## config.mk

```make
export PLATFORM = sky130hd
export DESIGN_NAME = io_read_port_buffer_flat
export DESIGN_NICKNAME = d
export VERILOG_FILES = /design/src/rtl/io_read_port_buffer_pkg.sv /design/src/rtl/io_read_port_buffer_if.sv /design/src/rtl/io_buffer_storage.sv /design/src/rtl/io_read_port_buffer.sv /design/src/flat_wrapper.sv
export SDC_FILE = /design/constraint.sdc
export NUM_CORES = 1
export LEC_CHECK = 0
export CORE_ASPECT_RATIO = 1.1
export CORE_MARGIN = 5
export CORE_UTILIZATION = 25
export CTS_BUF_LIST = sky130_fd_sc_hd__clkbuf_8
export DETAILED_ROUTE_END_ITERATION = 10
export GPL_ROUTABILITY_DRIVEN = 0
export PLACE_DENSITY_LB_ADDON = 0.12
export SLEW_MARGIN = 20
export SYNTH_ARGS = -nofsm -noshare
export SYNTH_HDL_FRONTEND = slang
export SYNTH_SLANG_ARGS = --single-unit
```

## constraint.sdc

```tcl
create_clock -name clock -period 3.8 [get_ports clock]
set_input_delay 0.38 -clock clock [delete_from_list [all_inputs] [get_ports clock]]
set_output_delay 0.38 -clock clock [all_outputs]
set_load 0.01 [all_outputs]
```

## src/rtl/io_read_port_buffer_pkg.sv

```systemverilog
// io_read_port_buffer_pkg
//   Shared constants and helpers for the Datapath I/O read port buffer.
//   - DEFAULT_WORD_WIDTH : default Datapath word width.
//   - clog2_depth()      : constant function used to check the ADDR_WIDTH/DEPTH pairing
//                          at elaboration.
//   The optional occupancy output is enabled by defining IO_READ_BUFFER_COUNT_EN.

package io_read_port_buffer_pkg;

    localparam int unsigned DEFAULT_WORD_WIDTH = 36;

    // Ceiling log2; valid for value >= 1.
    function automatic int unsigned clog2_depth(input int unsigned value);
        int unsigned result;
        int unsigned rem;
        result = 0;
        rem    = value - 1;
        while (rem > 0) begin
            result = result + 1;
            rem    = rem >> 1;
        end
        return result;
    endfunction

endpackage

```

## src/rtl/io_read_port_buffer_if.sv

```systemverilog
// io_read_port_buffer_if
//   Bundles the producer handshake and the Datapath read-port signals of one buffer.
//   Producer side : in_data, in_valid -> ; <- in_ready
//   Datapath side : io_rden -> ; <- io_read_EF, io_read_data, underflow
//   Modports:
//   - master : the environment (producer plus Datapath) driving the buffer.
//   - slave  : the buffer itself.

interface io_read_port_buffer_if #(
    parameter int unsigned WORD_WIDTH = io_read_port_buffer_pkg::DEFAULT_WORD_WIDTH
) ();

    logic [WORD_WIDTH-1:0] in_data;
    logic                  in_valid;
    logic                  in_ready;
    logic                  io_read_EF;
    logic [WORD_WIDTH-1:0] io_read_data;
    logic                  io_rden;
    logic                  underflow;

    modport master (
        output in_data,
        output in_valid,
        input  in_ready,
        input  io_read_EF,
        input  io_read_data,
        output io_rden,
        input  underflow
    );

    modport slave (
        input  in_data,
        input  in_valid,
        output in_ready,
        output io_read_EF,
        output io_read_data,
        input  io_rden,
        output underflow
    );

endinterface

```

## src/rtl/io_buffer_storage.sv

```systemverilog
// io_buffer_storage
//   Register-array storage for io_read_port_buffer: one synchronous write port and one
//   asynchronous read port. Entries carry no reset; the owner masks reads of empty slots.
//   Ports:
//   - clock   : rising-edge clock.
//   - wr_en   : write wr_data into entry wr_addr at this edge.
//   - wr_addr : write entry index.
//   - wr_data : write word.
//   - rd_addr : read entry index.
//   - rd_data : contents of entry rd_addr (combinational).

module io_buffer_storage
    import io_read_port_buffer_pkg::*;
#(
    parameter int unsigned WORD_WIDTH = DEFAULT_WORD_WIDTH,
    parameter int unsigned DEPTH      = 4,
    parameter int unsigned ADDR_WIDTH = 2
) (
    input  logic                  clock,
    input  logic                  wr_en,
    input  logic [ADDR_WIDTH-1:0] wr_addr,
    input  logic [WORD_WIDTH-1:0] wr_data,
    input  logic [ADDR_WIDTH-1:0] rd_addr,
    output logic [WORD_WIDTH-1:0] rd_data
);

    logic [WORD_WIDTH-1:0] mem_q [DEPTH];

    always_ff @(posedge clock) begin
        if (wr_en) begin
            mem_q[wr_addr] <= wr_data;
        end
    end

    assign rd_data = mem_q[rd_addr];

endmodule

```

## src/rtl/io_read_port_buffer.sv

```systemverilog
// io_read_port_buffer
//   Elastic input buffer in front of one Datapath I/O read port. Words arrive from a
//   producer over valid/ready and are presented to the Datapath as io_read_EF/io_read_data
//   with first-word fall-through from registers; io_rden retires the head word.
//   All flags come from the registered occupancy only, so there is no combinational path
//   from in_* or io_rden to any output.
//   Ports:
//   - clock      : rising-edge clock.
//   - reset_n    : asynchronous active-low reset.
//   - fill_count : registered occupancy (only when IO_READ_BUFFER_COUNT_EN is defined).
//   - bus        : io_read_port_buffer_if.slave (producer handshake + Datapath read port).
//   Build option: define IO_READ_BUFFER_COUNT_EN to expose fill_count.

module io_read_port_buffer
    import io_read_port_buffer_pkg::*;
#(
    parameter int unsigned WORD_WIDTH = DEFAULT_WORD_WIDTH,
    parameter int unsigned DEPTH      = 4,
    parameter int unsigned ADDR_WIDTH = 2
) (
    input  logic                    clock,
    input  logic                    reset_n,
`ifdef IO_READ_BUFFER_COUNT_EN
    output logic [ADDR_WIDTH:0]     fill_count,
`endif
    io_read_port_buffer_if.slave    bus
);

    if (DEPTH < 2 || ADDR_WIDTH != clog2_depth(DEPTH) || (1 << ADDR_WIDTH) != DEPTH)
    begin : g_bad_config
        $error("io_read_port_buffer: DEPTH must be a power of two >= 2 and ADDR_WIDTH == log2(DEPTH)");
    end

    localparam logic [ADDR_WIDTH:0]   FULL_COUNT = (ADDR_WIDTH + 1)'(DEPTH);
    localparam logic [ADDR_WIDTH:0]   COUNT_ONE  = (ADDR_WIDTH + 1)'(1);
    localparam logic [ADDR_WIDTH-1:0] PTR_ONE    = ADDR_WIDTH'(1);

    logic [ADDR_WIDTH-1:0] wp_q, wp_d;
    logic [ADDR_WIDTH-1:0] rp_q, rp_d;
    logic [ADDR_WIDTH:0]   count_q, count_d;
    logic                  underflow_q, underflow_d;

    logic                  in_ready;
    logic                  read_ef;
    logic                  push;
    logic                  pop;
    logic [WORD_WIDTH-1:0] rd_data;

    assign in_ready = (count_q != FULL_COUNT);
    assign read_ef  = (count_q != '0);
    assign push     = bus.in_valid && in_ready;
    assign pop      = bus.io_rden && read_ef;

    always_comb begin
        wp_d        = wp_q;
        rp_d        = rp_q;
        count_d     = count_q;
        underflow_d = underflow_q;
        // Pointers wrap for free because DEPTH is a power of two.
        if (push) begin
            wp_d = wp_q + PTR_ONE;
        end
        if (pop) begin
            rp_d = rp_q + PTR_ONE;
        end
        case ({push, pop})
            2'b10:   count_d = count_q + COUNT_ONE;
            2'b01:   count_d = count_q - COUNT_ONE;
            default: count_d = count_q;
        endcase
        if (bus.io_rden && !read_ef) begin
            underflow_d = 1'b1;
        end
    end

    always_ff @(posedge clock or negedge reset_n) begin
        if (!reset_n) begin
            wp_q        <= '0;
            rp_q        <= '0;
            count_q     <= '0;
            underflow_q <= 1'b0;
        end else begin
            wp_q        <= wp_d;
            rp_q        <= rp_d;
            count_q     <= count_d;
            underflow_q <= underflow_d;
        end
    end

    io_buffer_storage #(
        .WORD_WIDTH (WORD_WIDTH),
        .DEPTH      (DEPTH),
        .ADDR_WIDTH (ADDR_WIDTH)
    ) u_storage (
        .clock   (clock),
        .wr_en   (push),
        .wr_addr (wp_q),
        .wr_data (bus.in_data),
        .rd_addr (rp_q),
        .rd_data (rd_data)
    );

    assign bus.in_ready     = in_ready;
    assign bus.io_read_EF   = read_ef;
    // Storage entries are unreset, so the head is masked to zero while empty.
    assign bus.io_read_data = read_ef ? rd_data : '0;
    assign bus.underflow    = underflow_q;

`ifdef IO_READ_BUFFER_COUNT_EN
    assign fill_count = count_q;
`endif

endmodule

```

## src/flat_wrapper.sv

```systemverilog
// flat-port wrapper written by rule: the top's interface ports become plain ports
module io_read_port_buffer_flat import io_read_port_buffer_pkg::*;
#(
    parameter int unsigned WORD_WIDTH = DEFAULT_WORD_WIDTH,
    parameter int unsigned DEPTH      = 4,
    parameter int unsigned ADDR_WIDTH = 2
)
  (clock, reset_n, bus_in_data, bus_in_valid, bus_in_ready, bus_io_read_EF, bus_io_read_data, bus_io_rden, bus_underflow);
  io_read_port_buffer_if #(.WORD_WIDTH(WORD_WIDTH)) bus_i ();
  input  logic clock;
  input  logic reset_n;
  input wire logic [$bits(bus_i.in_data)-1:0] bus_in_data;
  input wire logic [$bits(bus_i.in_valid)-1:0] bus_in_valid;
  output wire logic [$bits(bus_i.in_ready)-1:0] bus_in_ready;
  output wire logic [$bits(bus_i.io_read_EF)-1:0] bus_io_read_EF;
  output wire logic [$bits(bus_i.io_read_data)-1:0] bus_io_read_data;
  input wire logic [$bits(bus_i.io_rden)-1:0] bus_io_rden;
  output wire logic [$bits(bus_i.underflow)-1:0] bus_underflow;
  assign bus_i.in_data = bus_in_data;
  assign bus_i.in_valid = bus_in_valid;
  assign bus_in_ready = bus_i.in_ready;
  assign bus_io_read_EF = bus_i.io_read_EF;
  assign bus_io_read_data = bus_i.io_read_data;
  assign bus_i.io_rden = bus_io_rden;
  assign bus_underflow = bus_i.underflow;
  io_read_port_buffer #(.WORD_WIDTH(WORD_WIDTH), .DEPTH(DEPTH), .ADDR_WIDTH(ADDR_WIDTH)) u_core (.clock(clock), .reset_n(reset_n), .bus(bus_i));
endmodule
```

==> summary.md <==
| Metric | Value |
|---|---|
| Vias in the first global route | 3190 |
| Number of DRC markers in iteration 0 | 73 |
| # H-tree levels | 4 |
| Largest net degree at the start of global routing | 41 |
| Die Y | 171 um |
| Sequential area share after synthesis | 76.7% |
| Via count | 2788 |
| Pwr Density | 763 mW/mm2 |
| Final wirelength | 12.4 mm |
| Die Wd | 156 um |
| CP endpoint kind | primary output |
| Die ar. | 0.0268 mm2 |
| Area Growth Syn to Fin | 25.5% |
| VDD IR max | 0.327 mV |
| Via density per instance | 4.11 |
| Pre-CTS setup slack | 1090 ps |
| DRC errors left | 0 |
| First-pass GRT wire length | 19.0 mm |
| Antenna violations before repair | 0 |
| Yosys top cell area share | 73.3% |
| Post-CTS Setup Bufs | 0 |
| CTS-repair resized insts | 0 |
| FF-to-FF Start | u_core.count_q[0] |
| # IOs | 79 |
| Leak | 0.00239 uW |
| IO buf count | 78 |
| Switching Fraction | 31.1% |
| Slew Limit Headroom | 43.6% |
| Area leader, netlist | edfxtp_1 |
| Sum of negative setup slack | 0 ps |
| CP max stage delay | 990 ps |
| Num CTS Buffers | 17 |
| Crit path from | u_core.rp_q[0] |
| Diodes inserted | 0 |
| CORE AREA | 0.0235 mm2 |
| Switching pwr | 1760 uW |
| Gr ovfl total | 0 |
| Starting Density | 25.1% |
| Avg Cell Area, Syn | 21.9 um2 |
| Final setup margin | 699 ps |
| TritonCTS clock tree | built |
| Post-layout util | 31.5% |
| Reg power frac | 44.8% |
| Yosys reg bits | 152 |
| Total GRT Usage | 9.91% |
| Final #Nets | 407 |
| P_int | 3890 uW |
| Final hold slack | 217 ps |
| CP Max Fanout | 38 |
| Warnings, synthesis | 0 |
| Critical path type | reg2out |
| Reg2reg path depth | 6 |
| Gate power share | 35.8% |
| First-pass iteration count of the detailed router | 4 |
| Clock root cell | clkbuf_8 |
| Final Max Slew Viols | 0 |
| Commonest non-fill, non-tap cell in the layout | edfxtp_1 |
| DR WL/cell | 18.3 um |
| Placement Rows | 59 |
| Hold_buf cts | 0 |
| Final Non-Filler Cells | 679 |
| Cell variety after synth | 22 |
| Post-route ant nets | 0 |
| Startpoint types | flop |
| Status | finished clean |
| Mapped Nets | 315 |
| Commonest cells after routing, fill and taps aside | 144 x edfxtp_1, 78 x clkdlybuf4s50_1, 37 x and2_1 |
| Sink Count | 152 |
| Minimum clock period | 3100 ps |
| Layout cells sized above 1 | 22.5% |
| Worst min path class | in2async |
| Clock insertion delay at the later pin of the skew report | 440 ps |
| Post-Syn Area | 0.00590 mm2 |
| Setup Skew | 10.7 ps |
| RSZ-0062 raised after global routing | no |
| DP Wirelength | 7.50 mm |
| Placed cell count | 647 |
| Achievable Freq | 322 MHz |
| Part of the cycle the worst path needs | 81.6% |
| Final hold viol count | 0 |
| Slowest cell on crit path | dfrtp_4 |
| Max clock buf depth | 2 |
| CP cell instances | mux4_2 -> and2_1 -> clkdlybuf4s50_1 |
| Max_cap viols | 0 |
| Worst EP required | 3420 ps |
| Worst Max-Slew Pin Slew | 846 ps |
| Clock network power share | 19.4% |
| Critical path arrival | 2720 ps |
| Area contributors post-synth | edfxtp_1 73%, mux4_2 14%, and2_1 3.9% |
| Clk pin slew, worst setup/hold paths | 80 ps |
| Final Setup Violations | 0 |
| Cells after Synth | 269 |
cells in the mapped netlist, drive strengths merged:
master / instances
ha: 5
and3: 4
mux2: 1
nor2: 1
fa: 1
nand3: 1
inv: 7
buf: 8
xnor2: 3
or3b: 1
edfxtp: 144
and2: 38
o21ai: 1
mux4: 36
xor2: 3
o21bai: 1
clkbuf: 4
or3: 1
nand2: 1
dfrtp: 8
critical path: cells and delay by family, from the launching register on:
kind	cells	cell delay (ps)
simple gates	1	180
flops	1	990
buf+inv	1	490
mux	1	590
power by group through the flow:
stage               Clock (uW)  Combinational, uW  Sequential [uW]
floorplan                    0               1300             2320
global placement             0               2100             2580
detailed placement           0               2090             2600
CTS                       1140               2110             2560
global route              1220               2220             2600
finish                    1090               2030             2530
final cells by class:
type | count | area (um2)
clock inverters | 15 | 118
repair buffers | 85 | 833
multi-input cells | 98 | 1280
well taps | 305 | 382
clock buffers | 17 | 234
fillers | 2315 | 16100
inverters | 7 | 26.3
flip-flops and latches | 152 | 4530
final timing paths:
check	end	slack, ps
max	bus_io_read_data[25]	700
min	u_core.count_q[0]	220
max reg2reg	u_core.count_q[1]	1540
min in group clock	u_core.count_q[2]	490
min reg2reg	u_core.count_q[2]	490
max in group asynchronous	u_core.rp_q[1]	3270
cells by family after synthesis:
logic type                 share of synthesized area, %
adders and majority gates                          1.40
xor gates and xnor gates                          0.891
muxes                                              14.0
buffers and inverters                              1.70
AOI/OAI and AO/OA                                 0.212
and+or+nand+nor                                    5.09
DFF                                                76.7
routing by layer:
metal | global-route usage [%] | share of wire [%]
met5 | 0 | 0
met1 | 11.7 | 44
met2 | 16.9 | 50
met3 | 2.96 | 4.3
met4 | 3.96 | 1.9
through the flow:
step | total power [uW] | cell area, um2
finish | 5650 | 7400
global route | 6040 | 7400
CTS | 5800 | 7400
detailed placement | 4690 | 7050
global placement | 4680 | 7050
floorplan | 3620 | 5900
registers in the layout, summed over array words and instances, names as in the netlist:
signal	count
u_core.bus.underflow	1
u_core.count_q	3
u_core.rp_q	2
u_core.u_storage.mem_q	144
u_core.wp_q	2
Note: power is estimated with default switching activity, not from simulation.
